`src/rtl/mux_nto1_scan_pkg.sv`:
```
// Shared constants and helpers for the N-to-1 scanning selector.
package mux_pkg;

  localparam logic MODE_MANUAL = 1'b0;
  localparam logic MODE_SCAN   = 1'b1;

  function automatic int wrap_inc(input int idx, input int nch);
    return (idx >= nch - 1) ? 0 : idx + 1;
  endfunction

endpackage

```
`src/rtl/mux_nto1_scan_if.sv`:
```
// Channel bus plus valid/ready output stage of the scanning selector.
interface mux_nto1_scan_if #(
  parameter int WIDTH = 1,
  parameter int NCH   = 4
);
  localparam int SELW = $clog2(NCH);

  logic [NCH*WIDTH-1:0] in;
  logic [NCH-1:0]       ch_en;
  logic                 mode;
  logic [SELW-1:0]      sel;
  logic [WIDTH-1:0]     out_data;
  logic [SELW-1:0]      out_sel;
  logic                 out_valid;
  logic                 out_ready;

  modport master (
    output in, ch_en, mode, sel, out_ready,
    input  out_data, out_sel, out_valid
  );

  modport slave (
    input  in, ch_en, mode, sel, out_ready,
    output out_data, out_sel, out_valid
  );
endinterface

```
`src/rtl/mux_nto1_scan_chan_pick.sv`:
```
// Finds the first enabled channel at or after a start pointer, wrapping once.
module chan_pick #(
  parameter  int NCH  = 4,
  localparam int SELW = $clog2(NCH)
) (
  input  logic [NCH-1:0]  ch_en_i,
  input  logic [SELW-1:0] ptr_i,
  output logic            found_o,
  output logic [SELW-1:0] idx_o
);
  typedef logic [SELW:0] pos_t;
  localparam pos_t NCH_W = pos_t'(NCH);

  pos_t pos_s;

  // Walk offsets from farthest to nearest so the nearest enabled channel wins.
  always_comb begin
    found_o = 1'b0;
    idx_o   = '0;
    pos_s   = '0;
    for (int i = NCH - 1; i >= 0; i--) begin
      pos_s = {1'b0, ptr_i} + pos_t'(i);
      if (pos_s >= NCH_W) begin
        pos_s = pos_s - NCH_W;
      end else begin
        pos_s = pos_s;
      end
      if (ch_en_i[pos_s[SELW-1:0]]) begin
        found_o = 1'b1;
        idx_o   = pos_s[SELW-1:0];
      end else begin
        found_o = found_o;
        idx_o   = idx_o;
      end
    end
  end

endmodule

```
`src/rtl/mux_nto1_scan.sv`:
```
// Registered N-channel selector with manual select, round-robin scan with
// dwell, per-channel enable mask and a valid/ready output register.
module mux_nto1_scan
  import mux_pkg::*;
#(
  parameter int WIDTH = 1,
  parameter int NCH   = 4,
  parameter int DWELL = 1
) (
  input  logic            clk,
  input  logic            rst_n,
  mux_nto1_scan_if.slave  bus
);
  localparam int SELW = $clog2(NCH);
  localparam int DCW  = (DWELL > 1) ? $clog2(DWELL) : 1;

  typedef logic [SELW-1:0] sel_t;
  typedef logic [SELW:0]   selx_t;
  typedef logic [DCW-1:0]  dcnt_t;

  localparam selx_t NCH_W = selx_t'(NCH);
  localparam dcnt_t DLAST = dcnt_t'(DWELL - 1);

  logic [WIDTH-1:0] out_data_q, out_data_d;
  sel_t             out_sel_q, out_sel_d;
  logic             out_valid_q, out_valid_d;
  sel_t             ptr_q, ptr_d;
  dcnt_t            dcnt_q, dcnt_d;
  logic             mode_q;

  logic  load_s;
  logic  scan_found_s;
  sel_t  scan_idx_s;
  logic  cand_ok_s;
  sel_t  cand_s;
  dcnt_t dcnt_eff_s;

  chan_pick #(.NCH(NCH)) u_pick (
    .ch_en_i (bus.ch_en),
    .ptr_i   (ptr_q),
    .found_o (scan_found_s),
    .idx_o   (scan_idx_s)
  );

  // Candidate channel for this cycle in the currently selected mode.
  always_comb begin
    cand_ok_s = 1'b0;
    cand_s    = '0;
    if (bus.mode == MODE_SCAN) begin
      cand_ok_s = scan_found_s;
      cand_s    = scan_idx_s;
    end else if ({1'b0, bus.sel} < NCH_W) begin
      cand_ok_s = bus.ch_en[bus.sel];
      cand_s    = bus.sel;
    end else begin
      cand_ok_s = 1'b0;
      cand_s    = bus.sel;
    end
  end

  assign load_s     = !out_valid_q || bus.out_ready;
  // A mode switch restarts the dwell even while the output is stalled.
  assign dcnt_eff_s = (bus.mode != mode_q) ? dcnt_t'(0) : dcnt_q;

  // Output register, scan pointer and dwell counter next-state.
  always_comb begin
    out_data_d  = out_data_q;
    out_sel_d   = out_sel_q;
    out_valid_d = out_valid_q;
    ptr_d       = ptr_q;
    dcnt_d      = dcnt_eff_s;
    if (load_s) begin
      if (cand_ok_s) begin
        out_data_d  = bus.in[cand_s*WIDTH +: WIDTH];
        out_sel_d   = cand_s;
        out_valid_d = 1'b1;
        if (bus.mode == MODE_SCAN) begin
          if (dcnt_eff_s == DLAST) begin
            dcnt_d = '0;
            ptr_d  = sel_t'(wrap_inc(int'(cand_s), NCH));
          end else begin
            dcnt_d = dcnt_eff_s + dcnt_t'(1);
          end
        end else begin
          dcnt_d = dcnt_eff_s;
        end
      end else begin
        out_valid_d = 1'b0;
      end
    end else begin
      out_valid_d = out_valid_q;
    end
  end

  // State registers with asynchronous clear.
  always_ff @(posedge clk or negedge rst_n) begin
    if (!rst_n) begin
      out_data_q  <= '0;
      out_sel_q   <= '0;
      out_valid_q <= 1'b0;
      ptr_q       <= '0;
      dcnt_q      <= '0;
      mode_q      <= MODE_MANUAL;
    end else begin
      out_data_q  <= out_data_d;
      out_sel_q   <= out_sel_d;
      out_valid_q <= out_valid_d;
      ptr_q       <= ptr_d;
      dcnt_q      <= dcnt_d;
      mode_q      <= bus.mode;
    end
  end

  assign bus.out_data  = out_data_q;
  assign bus.out_sel   = out_sel_q;
  assign bus.out_valid = out_valid_q;

endmodule

```
`src/flat_wrapper.sv`:
```
// flat-port wrapper written by rule: the top's interface ports become plain ports
module mux_nto1_scan_flat import mux_pkg::*;
#(
  parameter int WIDTH = 1,
  parameter int NCH   = 4,
  parameter int DWELL = 1
)
  (clk, rst_n, bus_in, bus_ch_en, bus_mode, bus_sel, bus_out_ready, bus_out_data, bus_out_sel, bus_out_valid);
  mux_nto1_scan_if #(.WIDTH(WIDTH), .NCH(NCH)) bus_i ();
  input  logic clk;
  input  logic rst_n;
  input wire logic [$bits(bus_i.in)-1:0] bus_in;
  input wire logic [$bits(bus_i.ch_en)-1:0] bus_ch_en;
  input wire logic [$bits(bus_i.mode)-1:0] bus_mode;
  input wire logic [$bits(bus_i.sel)-1:0] bus_sel;
  input wire logic [$bits(bus_i.out_ready)-1:0] bus_out_ready;
  output wire logic [$bits(bus_i.out_data)-1:0] bus_out_data;
  output wire logic [$bits(bus_i.out_sel)-1:0] bus_out_sel;
  output wire logic [$bits(bus_i.out_valid)-1:0] bus_out_valid;
  assign bus_i.in = bus_in;
  assign bus_i.ch_en = bus_ch_en;
  assign bus_i.mode = bus_mode;
  assign bus_i.sel = bus_sel;
  assign bus_i.out_ready = bus_out_ready;
  assign bus_out_data = bus_i.out_data;
  assign bus_out_sel = bus_i.out_sel;
  assign bus_out_valid = bus_i.out_valid;
  mux_nto1_scan #(.WIDTH(WIDTH), .NCH(NCH), .DWELL(DWELL)) u_core (.clk(clk), .rst_n(rst_n), .bus(bus_i));
endmodule
```
`config.mk`:
```
export PLATFORM = sky130hd
export DESIGN_NAME = mux_nto1_scan_flat
export DESIGN_NICKNAME = d
export VERILOG_FILES = /design/src/rtl/mux_nto1_scan_pkg.sv /design/src/rtl/mux_nto1_scan_if.sv /design/src/rtl/mux_nto1_scan_chan_pick.sv /design/src/rtl/mux_nto1_scan.sv /design/src/flat_wrapper.sv
export SDC_FILE = /design/constraint.sdc
export NUM_CORES = 1
export LEC_CHECK = 0
export CORE_AREA = 2 2 39 41
export CTS_CLUSTER_SIZE = 30
export DETAILED_ROUTE_END_ITERATION = 12
export DIE_AREA = 0 0 41 43
export PLACE_DENSITY_LB_ADDON = 0.1
export SLEW_MARGIN = 20
export SYNTH_ARGS = -nofsm -noshare
export SYNTH_HDL_FRONTEND = slang
export SYNTH_SLANG_ARGS = --single-unit
```
`constraint.sdc`:
```
create_clock -name clk -period 2.1 [get_ports clk]
set_input_delay 0.42 -clock clk [delete_from_list [all_inputs] [get_ports clk]]
set_output_delay 0.42 -clock clk [all_outputs]
set_load 0.005 [all_outputs]
```
# ---- Yosys cells after proc, flatten, opt, wreduce, memory -nomap -nowiden
# Index checks and enable logic that the tools add are counted.
dict set report classes {
  add_sub_neg 9
  n_lt_le_gt_ge 10
  eq_ne 1
  shift 1
  muxes 31
  bitwise_logic 1
  n_reduce_logical 4
}
# cell count
set ops {}
lappend ops {{2-to-1 mux 2 bit} 10}
lappend ops {{2-to-1 mux 1 bit} 16}
lappend ops {{less-than comparator 2 x 3 -> 1 bit (second input constant)} 5}
lappend ops {{binary-select mux 1 bit (select 2 bit)} 5}
lappend ops {{>= comparator 3 bit (second input constant)} 3}
lappend ops {{subtractor 2 x 1 -> 2 bit (second input constant)} 4}
lappend ops {{adder 2 x 2 -> 3 bit (second input constant)} 2}
lappend ops {{AND reduction 4 bit} 1}
lappend ops {{variable part select 4 x 3 -> 1 bit} 1}
lappend ops {{adder 2 x 1 -> 3 bit (second input constant)} 1}
lappend ops {{>= comparator 2 x 3 -> 1 bit (second input constant)} 1}
lappend ops {{adder 2 x 1 -> 2 bit (second input constant)} 1}
lappend ops {{>= comparator 2 bit (second input constant)} 1}
lappend ops {{AND reduction 2 bit} 1}
lappend ops {{adder 1 bit (second input constant)} 1}
lappend ops {{zero test 1 bit} 1}
lappend ops {{logical OR 1 bit} 1}
lappend ops {{!= test 1 bit} 1}
lappend ops {{inverter 1 bit} 1}
dict set report totals {
  regBits 8
  inputBits 14
  output_inout_bits 4
  elab_cells 63
}

# ---- Longest topological paths before layout
dict set report depth {
  ltp_word 12
  mapped_depth 6
  mapped_depth_nobuf 6
}

# ---- Cells and area by module
# From an unflattened synthesis, not the netlist that was laid out.
dict set report hier_totals {
  cells_unflattened 47
  area_unflattened_um2 508.0
}
# mod instances cells_each area_each_um2 seq_area_each_um2
set by_module_without_submodules {}
lappend by_module_without_submodules {mux_nto1_scan 1 34 430.4 200.2}
lappend by_module_without_submodules {chan_pick 1 13 77.6 0.0}

# ---- Worst setup path after synthesis
# No wires, ideal clock.
dict set report synth_path {
  path_type {input to register}
  startpoint {in bus_ch_en[1]}
  endpoint {reg u_core.out_data_q (netlist: u_core.bus.out_data)}
  setup_ns 0.125
  arrival_ns 1.757
  required_time_ns 1.975
  path_slack_ns 0.218
  cell_stages 5
  n_path_buf 0
  path_cell_list {nor3b_1 o31ai_4 o22ai_2 mux4_2 mux2_4}
}
dict set report synth_between {
  elab_chain_cells 8
  word_cells_on_any_way 22
  classes_between {1 x shift; 20 x mux; 1 x reduce/logical}
}
# element line_no
set synth_lines {}
lappend synth_lines {{start: declaration} flat_wrapper.sv:13} ;# input wire logic [$bits(bus_i.ch_en)-1:0] bus_ch_en;
lappend synth_lines {{binary-select mux 1 bit (select 2 bit)} mux_nto1_scan_chan_pick.sv:28} ;# if (ch_en_i[pos_s[SELW-1:0]]) begin
lappend synth_lines {{2-to-1 mux 1 bit (implied by the code)} mux_nto1_scan_chan_pick.sv:28}
lappend synth_lines {{2-to-1 mux 2 bit or 2-to-1 mux 1 bit (tied branches) (4 in series)} mux_nto1_scan_chan_pick.sv:28}
lappend synth_lines {{2-to-1 mux 2 bit or 2-to-1 mux 1 bit (tied branches)} mux_nto1_scan.sv:49} ;# if (bus.mode == MODE_SCAN) begin
lappend synth_lines {{variable part select 4 x 3 -> 1 bit or AND reduction 2 bit (tied branches)} --}
lappend synth_lines {{end signal: assignment} mux_nto1_scan.sv:105} ;# out_data_q <= out_data_d;
lappend synth_lines {{end: declaration} mux_nto1_scan.sv:24} ;# logic [WIDTH-1:0] out_data_q, out_data_d;
# Several ways; a longest one is shown, not always the timed one. The select of a mux whose other input is x is not followed.
# A chain may end at the register's enable or synchronous reset.

# ---- Worst setup path in the final report
dict set report layout_path {
  startpoint {in bus_sel[0]}
  endpoint {reg u_core.ptr_q[1]}
}
dict set report layout_between {
  elab_chain_cells 4
  word_cells_on_any_way 8
  classes_between {1 x add/sub; 1 x order compare; 5 x mux; 1 x reduce/logical}
}
# element line_no
set layout_lines {}
lappend layout_lines {{start: declaration} flat_wrapper.sv:15} ;# input wire logic [$bits(bus_i.sel)-1:0] bus_sel;
lappend layout_lines {{binary-select mux 1 bit (select 2 bit)} mux_nto1_scan.sv:53} ;# cand_ok_s = bus.ch_en[bus.sel];
lappend layout_lines {{2-to-1 mux 1 bit (implied by the code)} mux_nto1_scan.sv:53}
lappend layout_lines {{2-to-1 mux 1 bit} mux_nto1_scan.sv:49}
lappend layout_lines {{AND reduction 4 bit (no source line)} --}
lappend layout_lines {{end signal: assignment} mux_nto1_scan.sv:108} ;# ptr_q <= ptr_d;
lappend layout_lines {{end: declaration} mux_nto1_scan.sv:27} ;# sel_t ptr_q, ptr_d;
# Several ways; a longest one is shown, not always the timed one. The select of a mux whose other input is x is not followed.

==> flow_summary.json <==
{
  "core_um2": 1384,
  "yosysWarnings": 0,
  "reg2reg_from": "u_core.ptr_q[1]",
  "final_net_count": 93,
  "grt-ovfl-total": 0,
  "dp_cells": 88,
  "place_hpwl_um": 858.5,
  "end_kind": "flip-flop",
  "regArea_um2": 200.2,
  "syn_area_per_cell_um2": 10.61,
  "synth_edf_count": 0,
  "wire_per_inst_um": 11.53,
  "cts-buffers-inserted": 3,
  "diodes": 0,
  "grt_pass1_vias": 432,
  "ys_seq_area_share_pct": 39.31,
  "dieArea_um2": 1763,
  "wl_mm": 1.072,
  "critical_path.endpoint": "u_core.ptr_q[1]",
  "ys_ff_latch": 8,
  "path_max_fanout": 2,
  "fmax_ghz": 0.4873,
  "cts_max_path_buffers": 2,
  "mostFrequentLayoutCell": "clkdlybuf4s50_1",
  "root_buffer": "clkbuf_4",
  "crit_start": "bus_sel[0]",
  "finClkSkew_ns": 0.007401,
  "worst_pin_slew_ns": 0.3655,
  "cts-hold-fix-buffers": 0,
  "globalplace.congestion": 0.7921,
  "hold_viol": 0,
  "reg2reg_slack_ns": 0.23,
  "cts_sinks": 8,
  "start_kind": "input pin",
  "yosysTopAreaCell": "dfrtp_1",
  "required_ns": 2.23,
  "multiInputGateArea_um2": 295.3,
  "synth_area_leaders": "dfrtp_1, mux2_2, mux4_1",
  "max_cap_violations": 0,
  "arrival_ns": 2.18,
  "grt_pass1_wl_mm": 1.780,
  "pre_cts_slack_ns": -0.3823,
  "die_w_um": 41,
  "ys_types": 26,
  "fin_ws_ns": 0.04799,
  "async_flop_share_pct": 100.0,
  "syn-instance-count": 48,
  "start_util_pct": 36.80,
  "power.density_nw_per_um2": 733.5,
  "crit_type": "input pin to flip-flop",
  "leakagePower_nw": 0.3688,
  "syn_area_um2": 509.2,
  "drt_iter0_drc": 5,
  "nFillCells": 124,
  "port_buffers": 17,
  "outcome": "finished, final reports clean",
  "tritoncts": "done",
  "final_max_slew_viol_count": 0,
  "synth_ff_type": "dfrtp_1",
  "synth_top_area_share_pct": 39.31,
  "hold_path.class": "input pin to async pin",
  "htree_levels": 1,
  "power_mw": 0.5993,
  "firstDrtPassIters": 4,
  "layout-area-overhead-vs-synth_pct": 60.44,
  "rsz0062_at_grt": "no",
  "finalCritPeriodShare_pct": 97.71,
  "grt_antenna_before_repair": 0,
  "rows": 14,
  "viasPerCell": 4.882,
  "grt_max_degree": 9,
  "fp.dieH_um": 43,
  "r2r_cells": 6,
  "io_pins": 18,
  "r2r_end": "u_core.bus.out_data",
  "clock_latency_ns": 0.25,
  "drive_gt1_share_pct": 31.17,
  "peakVddDrop_mv": 0.4282,
  "vias": 454,
  "fin_crit_ns": 2.052,
  "route.antenna.remaining_nets": 0,
  "finalSetupViolCount": 0,
  "layout_common_cells": "clkdlybuf4s50_1, buf_4, dfrtp_1",
  "maxSlewHeadroom_pct": 75.56,
  "grtUsageTotal_pct": 15.55,
  "clk_pin_slew_worst_paths_ns": 0.06,
  "stdcell_count": 93,
  "post-route-drc-count": 0,
  "synth_nets": 62
}
==> cell type report <==
cell class / count / share of cell area, %
Clock buffer: 3 / 2.757
Inverter: 6 / 2.757
Sequential cell: 8 / 24.50
Tap cell: 16 / 2.450
Timing Repair Buffer: 27 / 31.39
Multi-Input combinational cell: 33 / 36.14
==> flip-flops by register name, indices dropped and copies added, names as in the netlist <==
name and flops:
u_core.bus.out_data 1, u_core.bus.out_sel 2, u_core.bus.out_valid 1, u_core.dcnt_q 1, u_core.mode_q 1, u_core.ptr_q 2
==> Yosys cell counts (all sizes together), types with 2 or more instances <==
master and number:
inv 6, mux4 2, a21oi 5, nand2 4, o21ai 3, nor2 2, mux2 4, dfrtp 8
o22ai 2
==> per-stage QoR <==
step	TNS [ns]	hold WS [ns]	cell area, um^2	util, %
after global routing	0	0.4676	817.0	59.04
final	0	0.4441	817.0	59.04
after detailed placement	-1.430	0.5021	752.0	54.34
after global placement	-1.231	0.4864	752.0	54.34
after floorplan	0	0.1244	509.2	-
after CTS	0	0.4523	789.5	57.05
==> metal layers <==
| layer | part of all wire (%) | vias to the layer above | track usage (%) |
|---|---|---|---|
| met2 | 47 | 8 | 21.25 |
| met5 | 0 | - | 0 |
| li1 | - | 234 | - |
| met1 | 49 | 212 | 20.40 |
| met4 | 0 | 0 | 4.000 |
| met3 | 4.4 | 0 | 9.424 |
==> cells by family after synthesis <==
family	count (synthesis)	synth area share (%)
XOR/XNOR	1	1.720
AND/OR/NAND/NOR	11	10.81
multiplexers	7	21.13
buffers and inverters	7	5.897
AO/OA/AOI/OAI	14	21.13
flip-flops	8	39.31
==> what timing repair did <==
action                     CTS  global route
setup buffers                0             2
setup endpoints to repair    3             3
pin swaps                    0             4
gates resized for setup      5             4
==> worst max-delay path: stages <==
cell	delay, ns
clkdlybuf4s50_1	0.51
mux4_1	0.55
o21ai_1	0.16
a21oi_1	0.08
nand3_1	0.12
mux2_2	0.35
==> worst min-delay path by stage <==
stage	slack [ns]	to	from	cells past startpoint
2_1_floorplan	0.12	u_core.bus.out_data	rst_n	0
3_3_place_gp	0.49	u_core.dcnt_q	u_core.dcnt_q	1
3_5_place_dp	0.50	u_core.bus.out_sel[1]	u_core.bus.out_sel[1]	1
4_1_cts	0.45	u_core.bus.out_valid	rst_n	1
5_1_grt	0.47	u_core.mode_q	rst_n	1
6_report	0.44	u_core.mode_q	rst_n	1
==> where the power goes <==
| group | internal [mW] | switching [mW] | leakage (nW) | total (mW) |
|---|---|---|---|---|
| Clock | 0.0652 | 0.0496 | 0.0138 | 0.115 |
| Combinational | 0.162 | 0.0915 | 0.261 | 0.253 |
| Sequential | 0.193 | 0.0379 | 0.0941 | 0.231 |
| Total | 0.420 | 0.179 | 0.369 | 0.599 |
Note: power is estimated with default switching activity, not from simulation.
